### src/rtl/alu_pkg.sv
// Shared opcode encodings and widths for the alu_core datapath ALU.
package alu_pkg;

    localparam int ALU_OP_W = 4;

    typedef enum logic [ALU_OP_W-1:0] {
        OP_ADD   = 4'b0000,
        OP_SUB   = 4'b0001,
        OP_AND   = 4'b0010,
        OP_OR    = 4'b0011,
        OP_XOR   = 4'b0100,
        OP_NOT   = 4'b0101,
        OP_SLL   = 4'b0110,
        OP_SRL   = 4'b0111,
        OP_SRA   = 4'b1000,
        OP_SLT   = 4'b1001,
        OP_SLTU  = 4'b1010,
        OP_MUL   = 4'b1011,
        OP_PASSB = 4'b1100
    } alu_op_e;

endpackage

### src/rtl/alu_addsub.sv
// N-bit adder with subtract control; exports sum, carry-out and signed overflow.
module alu_addsub #(
    parameter int N = 32
) (
    input  logic [N-1:0] a,
    input  logic [N-1:0] b,
    input  logic         sub,
    output logic [N-1:0] sum,
    output logic         carry,
    output logic         overflow
);

    logic [N-1:0] b_eff;
    logic [N:0]   full;

    // Subtract is A + ~B + 1, so carry=1 means "no borrow".
    always_comb begin
        b_eff    = sub ? ~b : b;
        full     = {1'b0, a} + {1'b0, b_eff} + {{N{1'b0}}, sub};
        sum      = full[N-1:0];
        carry    = full[N];
        overflow = (a[N-1] == b_eff[N-1]) && (full[N-1] != a[N-1]);
    end

endmodule

### src/rtl/alu_core.sv
// Parameterised N-bit ALU with registered result and NZCV flags (one-cycle latency).
// Optional multiply on opcode 1011 enabled by defining ALU_MUL_EN.
module alu_core
    import alu_pkg::*;
#(
    parameter int N = 32
) (
    input  logic                clk,
    input  logic                rst,
    input  logic [ALU_OP_W-1:0] opcode,
    input  logic [N-1:0]        operandA,
    input  logic [N-1:0]        operandB,
    output logic [N-1:0]        result,
    output logic                C_Flag,
    output logic                O_Flag,
    output logic                N_Flag,
    output logic                Z_Flag
);

    localparam int SHW = $clog2(N);

    logic           addsub_sub;
    logic [N-1:0]   addsub_sum;
    logic           addsub_c;
    logic           addsub_v;
    logic [SHW-1:0] shamt;

    logic [N-1:0]   result_d, result_q;
    logic           c_d, c_q;
    logic           o_d, o_q;
    logic           n_d, n_q;
    logic           z_d, z_q;

    assign shamt      = operandB[SHW-1:0];
    assign addsub_sub = (opcode == OP_SUB) || (opcode == OP_SLT) || (opcode == OP_SLTU);

    alu_addsub #(.N(N)) u_addsub (
        .a        (operandA),
        .b        (operandB),
        .sub      (addsub_sub),
        .sum      (addsub_sum),
        .carry    (addsub_c),
        .overflow (addsub_v)
    );

    // Result mux and flag derivation; compares reuse the subtractor's sum/carry/overflow.
    always_comb begin
        result_d = {N{1'b0}};
        c_d      = 1'b0;
        o_d      = 1'b0;
        case (opcode)
            OP_ADD, OP_SUB: begin
                result_d = addsub_sum;
                c_d      = addsub_c;
                o_d      = addsub_v;
            end
            OP_AND:   result_d = operandA & operandB;
            OP_OR:    result_d = operandA | operandB;
            OP_XOR:   result_d = operandA ^ operandB;
            OP_NOT:   result_d = ~operandA;
            OP_SLL:   result_d = operandA << shamt;
            OP_SRL:   result_d = operandA >> shamt;
            OP_SRA:   result_d = $signed(operandA) >>> shamt;
            OP_SLT:   result_d = {{(N-1){1'b0}}, addsub_sum[N-1] ^ addsub_v};
            OP_SLTU:  result_d = {{(N-1){1'b0}}, ~addsub_c};
`ifdef ALU_MUL_EN
            OP_MUL:   result_d = operandA * operandB;
`endif
            OP_PASSB: result_d = operandB;
            default:  result_d = {N{1'b0}};
        endcase
        n_d = result_d[N-1];
        z_d = (result_d == {N{1'b0}});
    end

    // Output registers with synchronous reset.
    always_ff @(posedge clk) begin
        if (rst) begin
            result_q <= {N{1'b0}};
            c_q      <= 1'b0;
            o_q      <= 1'b0;
            n_q      <= 1'b0;
            z_q      <= 1'b0;
        end else begin
            result_q <= result_d;
            c_q      <= c_d;
            o_q      <= o_d;
            n_q      <= n_d;
            z_q      <= z_d;
        end
    end

    assign result = result_q;
    assign C_Flag = c_q;
    assign O_Flag = o_q;
    assign N_Flag = n_q;
    assign Z_Flag = z_q;

endmodule

### config.mk
export PLATFORM = sky130hd
export DESIGN_NAME = alu_core
export DESIGN_NICKNAME = d
export VERILOG_FILES = /design/src/rtl/alu_pkg.sv /design/src/rtl/alu_addsub.sv /design/src/rtl/alu_core.sv
export SDC_FILE = /design/constraint.sdc
export NUM_CORES = 1
export LEC_CHECK = 0
export ABC_AREA = 0
export CAP_MARGIN = 20
export CORE_MARGIN = 8
export CORE_UTILIZATION = 54
export DETAILED_ROUTE_END_ITERATION = 10
export PLACE_DENSITY = 0.8
export SETUP_SLACK_MARGIN = 0.02
export SLEW_MARGIN = 10
export SYNTH_ARGS = -nofsm -noshare
export SYNTH_HDL_FRONTEND = slang
export SYNTH_HIERARCHICAL = 1
export SYNTH_SLANG_ARGS = --single-unit
### constraint.sdc
create_clock -name clk -period 6.6 [get_ports clk]
set_clock_uncertainty 0.1 [all_clocks]
set_input_delay 1.32 -clock clk [delete_from_list [all_inputs] [get_ports clk]]
set_output_delay 1.32 -clock clk [all_outputs]
set_load 0.03 [all_outputs]
; Word-level counts from Yosys, hierarchy flattened
; Cells that the tools add are included.
[totals]
ff_bits = 36
latchBits = 0
mem_bits_rw = 0
mem_bits_ro = 0
in_bits = 70
output_inout_bits = 36
mem_count = 0
[op_classes]
add_sub_neg = 2
mul = 0
n_div = 0
order_cmp = 0
n_eq_ne = 13
shift = 3
muxes = 2
n_bitwise = 8
reduce_logical = 7
[ops]
columns = cell, n
row1 = $pmux W32 S11, 1
row2 = $not A32 Y32, 2
row3 = $add A32 B32 Y33, 1
row4 = $add A33 B1 Y33, 1
row5 = $and A32 B32 Y32, 1
row6 = $logic_not A32 Y1, 1
row7 = $mux W32, 1
row8 = $or A32 B32 Y32, 1
row9 = $shl A32 B5 Y32, 1
row10 = $shr A32 B5 Y32, 1
row11 = $sshr A32 B5 Y32, 1
row12 = $xor A32 B32 Y32, 1
row13 = $eq A4 B3 Y1 const B, 4
row14 = $eq A4 B4 Y1 const B, 4
row15 = $eq A4 B2 Y1 const B, 2
row16 = $eq A4 B1 Y1 const B, 1
row17 = $logic_not A4 Y1, 1
row18 = $reduce_or A2 Y1, 2
row19 = $logic_or A1 B1 Y1, 2
row20 = $not A1 Y1, 2
row21 = $eq A1 B1 Y1, 1
row22 = $logic_and A1 B1 Y1, 1
row23 = $ne A1 B1 Y1, 1
row24 = $xor A1 B1 Y1, 1

; Depth between registers and ports, before layout
[depth]
ltp_word = 11
mapped_depth = 27

; Hierarchy
; Netlist, hierarchy kept.
[by_module_without_submodules]
columns = module, instances, cells_each, area_each_um2, seq_area_each_um2
row1 = alu_core, 1, 976, 7739.9, 700.7
row2 = alu_addsub, 1, 276, 1983.2, 0.0

; Worst setup path after synthesis
; No wires, ideal clock.
[synth_timing]
path_type = input-to-reg
from = input opcode[3]
to = register z_q (netlist: Z_Flag)
setup_ps = 88
arrival_time_ps = 6292
slack_ps = 120
stages = 27
path_buffers = 7
cell_sequence = buf_2 -> buf_2 -> clkbuf_1 -> buf_2 -> a21oi_1 -> nor2_1 -> clkbuf_2 -> buf_1 -> xor2_1 -> ha_1 -> clkbuf_1 -> a21oi_1 -> o21ai_0 -> a21oi_1 -> a21oi_1 -> o21ai_1 -> a21oi_1 -> o22ai_2 -> mux2_1 -> xor2_1 -> a31oi_1 -> o22ai_1 -> a211o_1 -> a221oi_1 -> o2111a_1 -> nand4_1 -> nor4_2
[synth_between]
elab_chain_cells = 11
word_cells_on_any_way = 25
[synth_lines]
columns = element, line_no
row1 = start: declaration, alu_core.sv:10  ; input logic [ALU_OP_W-1:0] opcode,
row2 = $eq A4 B1 Y1 or $eq A4 B4 Y1 (tied branches), alu_core.sv:35  ; assign addsub_sub = (opcode == OP_SUB) || (opcode == OP_SLT) || (opcode == OP_SLTU);
row3 = $logic_or A1 B1 Y1, alu_core.sv:35
row4 = $logic_or A1 B1 Y1 *, alu_core.sv:35
row5 = net addsub_sub, alu_core.sv:22  ; logic addsub_sub;
row6 = $mux W32, alu_addsub.sv:18  ; b_eff = sub ? ~b : b;
row7 = $add A32 B32 Y33, alu_addsub.sv:19  ; full = {1'b0, a} + {1'b0, b_eff} + {{N{1'b0}}, sub};
row8 = $add A33 B1 Y33, alu_addsub.sv:19
row9 = $ne A1 B1 Y1, alu_addsub.sv:22  ; overflow = (a[N-1] == b_eff[N-1]) && (full[N-1] != a[N-1]);
row10 = $logic_and A1 B1 Y1 *, alu_addsub.sv:22
row11 = net addsub_v, alu_core.sv:25  ; logic addsub_v;
row12 = $xor A1 B1 Y1 *, alu_core.sv:64  ; OP_SLT: result_d = {{(N-1){1'b0}}, addsub_sum[N-1] ^ addsub_v};
row13 = $pmux W32 S11 *, alu_core.sv:51  ; case (opcode)
row14 = $logic_not A32 Y1 *, alu_core.sv:73  ; z_d = (result_d == {N{1'b0}});
row15 = end signal: assignment, alu_core.sv:89  ; z_q <= z_d;
row16 = end: declaration, alu_core.sv:32  ; logic z_d, z_q;
; Mark *: on every way through the listed nets, which the timed path passes. The rest lies on a longest branch.
; A chain may end at the register's enable or synchronous reset.

; Final worst setup path
[layout_timing]
from = input opcode[1]
to = register z_q (netlist: Z_Flag)
[layout_between]
word_cells_on_any_way = 25
[layout_lines]
columns = element, line_no
row1 = $eq A4 B1 Y1 or $eq A4 B4 Y1 (tied branches), alu_core.sv:35
row2 = $logic_or A1 B1 Y1, alu_core.sv:35
row3 = $logic_or A1 B1 Y1 *, alu_core.sv:35
row4 = net addsub_sub, alu_core.sv:22
row5 = $mux W32, alu_addsub.sv:18
row6 = $add A32 B32 Y33, alu_addsub.sv:19
row7 = $add A33 B1 Y33 *, alu_addsub.sv:19
row8 = net addsub_sum[18], alu_core.sv:23  ; logic [N-1:0] addsub_sum;
row9 = $pmux W32 S11 *, alu_core.sv:51
row10 = $logic_not A32 Y1 *, alu_core.sv:73
; Marks and branches as above.

==> results_dict.tcl <==
set metrics [dict create \
    grt_antenna_before_repair 0 \
    ctsRootBufferMaster "clkbuf_16" \
    fin_setup_tns_ns 0 \
    cts_made_buffers 5 \
    min_delay_worst_endpoint "result[8]" \
    synth-simple-area-share_pct 21.1 \
    final_cell_mix "nand2_1, clkdlybuf4s50_1, nor2_1, ha_1, inv_1" \
    cpMaxStageDelayCell "clkdlybuf4s50_1" \
    min_path_cells 4 \
    irDropWorstVdd_uv 237 \
    slew_headroom_pct 26.3 \
    crit_chain "clkdlybuf4s50_1 > nor2b_1 > a21oi_1 > nor2_4 > buf_12 > xor2_1 > inv_1 > fa_1 > nand2b_1 > a211oi_2 > o31ai_2 > buf_4 > o21bai_1 > a21o_1 > nand3_1 > a31oi_1 > xor2_1 > a221oi_2 > o311ai_0 > a211o_1 > nor4_1 > nand4_1 > nor4_2" \
    worst-path-stages 23 \
    initial_core_util_pct 54.5 \
    yosysWarnings 6 \
    clk_path_buf_depth 2 \
    synth.area.mux_share_pct 20.0 \
    dp_worst_setup_slack_ns -0.0375 \
    nNetsFinal 1498 \
    globalplace.congestion 1.09 \
    critPathMostFrequentCell "xor2_1" \
    avgSynthCellArea_um2 7.77 \
    hpwl_mm 32.9 \
    postCtsSetupBuffers 0 \
    path_buf_inv 4 \
    worst_pin_slew_ns 1.10 \
    grt-ovfl-total 0 \
    crit_fanout 20 \
    drtPass1Iterations 8 \
    setup-violations-final 0 \
    cts_sinks 35 \
    grt_use_total_pct 36.8 \
    p_leak_nw 4.81 \
    cts_resized 0 \
    htree_levels 2 \
    synth_top_family_by_area "compound AO/OA/AOI/OAI gates" \
    final-hold-violation-count 0 \
    syn_area_mm2 0.00972 \
    grt_max_degree 68 \
    synth_fp_nets 1420 \
    synth_xor_area_share_pct 5.31 \
    fin_crit_sh_pct 97.0 \
    stdcell_count 1560 \
    io_buffers 105 \
    cap_violations 0 \
    dp.cells 1552 \
    final_common_cell "nand2_1" \
    critPathKind "in2reg" \
    synth_edf_count 0 \
    crit_required_ns 6.69 \
    synth-compound-area-share_pct 25.3 \
    boundaryPins 106 \
    core_area_mm2 0.0178 \
    clock.fmax_ghz 0.156 \
    slew_violations 0 \
    postCtsHoldBufs 0 \
    async_flop_share_pct 0 \
    cp_top_family "compound AO/OA/AOI/OAI gates" \
    crit_arrival_ns 6.49 \
    seq_area_um2 701 \
    viasPerCell 7.19 \
    drtIter0Drc 1780 \
    die_area_mm2 0.0226 \
    grt_pass1_vias 10600 \
    fill_cells 1591 \
    wl_mm 42.7 \
    path_clk_slew_ns 0.05 \
    max_stage_delay_ns 0.53 \
    antenna_left 0 \
    period_needed_ns 6.40 \
    multi_input_area_mm2 0.00829 \
    yosysSeqAreaShare_pct 7.21 \
    pwr_density_cell_mw_per_mm2 133 \
    drc 0 \
    synth-adder-area-share_pct 12.7 \
    area_growth_pct 16.9 \
    status "completed" \
    grt_pass1_wl_mm 63.7 \
    min_from "operandB[3]" \
    post_drt_wl_per_cell_um 27.4 \
    diodes 0 \
    vias 11200 \
    yosys_register_bits 35 \
    end_kind "flop" \
    syn_inst 1252 \
    cts_tree "built" \
    die_width_um 150 \
    drive_gt1_share_pct 15.2 \
    num_rows 49 \
    finalWorstSetupSlack_ns 0.196 \
    hp-class "in2reg" \
    synth_ff_type "dfxtp_1" \
    start_kind "primary input" \
    dieHeight_um 150 \
    rsz0062_at_grt "no" \
    synth_cell_types 87 \
]
-- area by class of cell --
type	count	share of cell area, %
flip-flops and latches	35	6.16
clock buffers	7	1.17
repair buffers	185	14.5
inverters	83	2.74
well taps	229	2.52
clock inverters	1	0.0440
multi-input cells	1020	72.9
-- metal layers --
layer  up-vias  global-route usage, %  part of all wire [%]
met4         0                   19.9                   6.0
met5         -                      0                     0
met1      5309                   45.8                    38
met3       170                   9.08                    12
li1       4869                      -                     -
met2       867                   57.8                    44
-- synthesized netlist by cell type (all sizes together), types with 5 or more instances --
cell type  number  share of area [%]
clkbuf         68                2.6
o21ai          50                2.6
nand2b         19                1.2
a22o            7               0.63
o21a            8               0.62
mux4           60                 14
dfxtp          35                7.2
nor3b           5               0.39
inv            82                3.2
o22ai          24                1.6
nor4            8               0.58
and3           11               0.71
a21oi          69                3.6
ha             97                 12
nand3b          7               0.54
nand4          23                1.5
nor3           28                1.5
nor2b          19                1.2
mux2i          38                3.9
xnor2          19                1.7
xor2           40                3.6
nor4bb          5               0.51
o32ai           7               0.63
nor2           98                3.8
a22oi          13                1.0
nand2         109                4.2
buf            46                2.6
a221oi         18                1.7
a2bb2oi         8               0.72
nand3          26                1.3
a21o           10               0.77
o31ai           7               0.59
o211ai         16                1.3
and2           21                1.4
mux2           19                2.2
a211oi         22                2.0
o221ai          7               0.63
a31oi           8               0.51
a221o           6               0.62
o2111ai         5               0.45
a222oi          5               0.51
or3             6               0.39
-- through the flow --
stage	hold slack, ns	area (µm²)	util (%)	total power, mW
3_3_place_gp	1.87	11200	62.8	1.25
6_report	1.65	11400	63.7	1.52
3_5_place_dp	1.86	11200	62.8	1.26
4_1_cts	1.57	11300	63.6	1.48
2_1_floorplan	1.29	9720	-	0.893
5_1_grt	1.64	11400	63.7	1.59
-- worst min-delay path, stage by stage --
cell       delay [ns]
buf_2            0.25
nand3_1          0.11
o2111ai_1        0.15
and2_1           0.15
-- flip-flops by register name, summed over array words and instances (netlist names) --
register and cells:
C_Flag 1, O_Flag 1, Z_Flag 1, result 32
-- logic make-up (layout without fill, tap and decap cells) --
group	after synthesis	after routing
flip-flops	35	35
XOR/XNOR	59	59
buffers and inverters	197	276
AO/OA/AOI/OAI	342	342
multiplexers	117	117
adder cells (fa/ha/maj)	98	98
AND/OR/NAND/NOR	404	404
-- how the worst max path moves through the flow --
stage | slack, ns | endpoint | startpoint
floorplan | 0.12 | Z_Flag | opcode[3]
global placement | 0.15 | Z_Flag | opcode[1]
detailed placement | -0.04 | Z_Flag | opcode[1]
CTS | 0.23 | Z_Flag | opcode[1]
global route | 0.03 | Z_Flag | opcode[1]
finish | 0.20 | Z_Flag | opcode[1]
-- power by group --
part | switching [mW] | internal (mW) | total, mW
Combinational | 0.628 | 0.438 | 1.07
Clock | 0.0780 | 0.139 | 0.217
Sequential | 0.00413 | 0.230 | 0.234
Total | 0.710 | 0.806 | 1.52
Power figures use the tool's default switching activity.
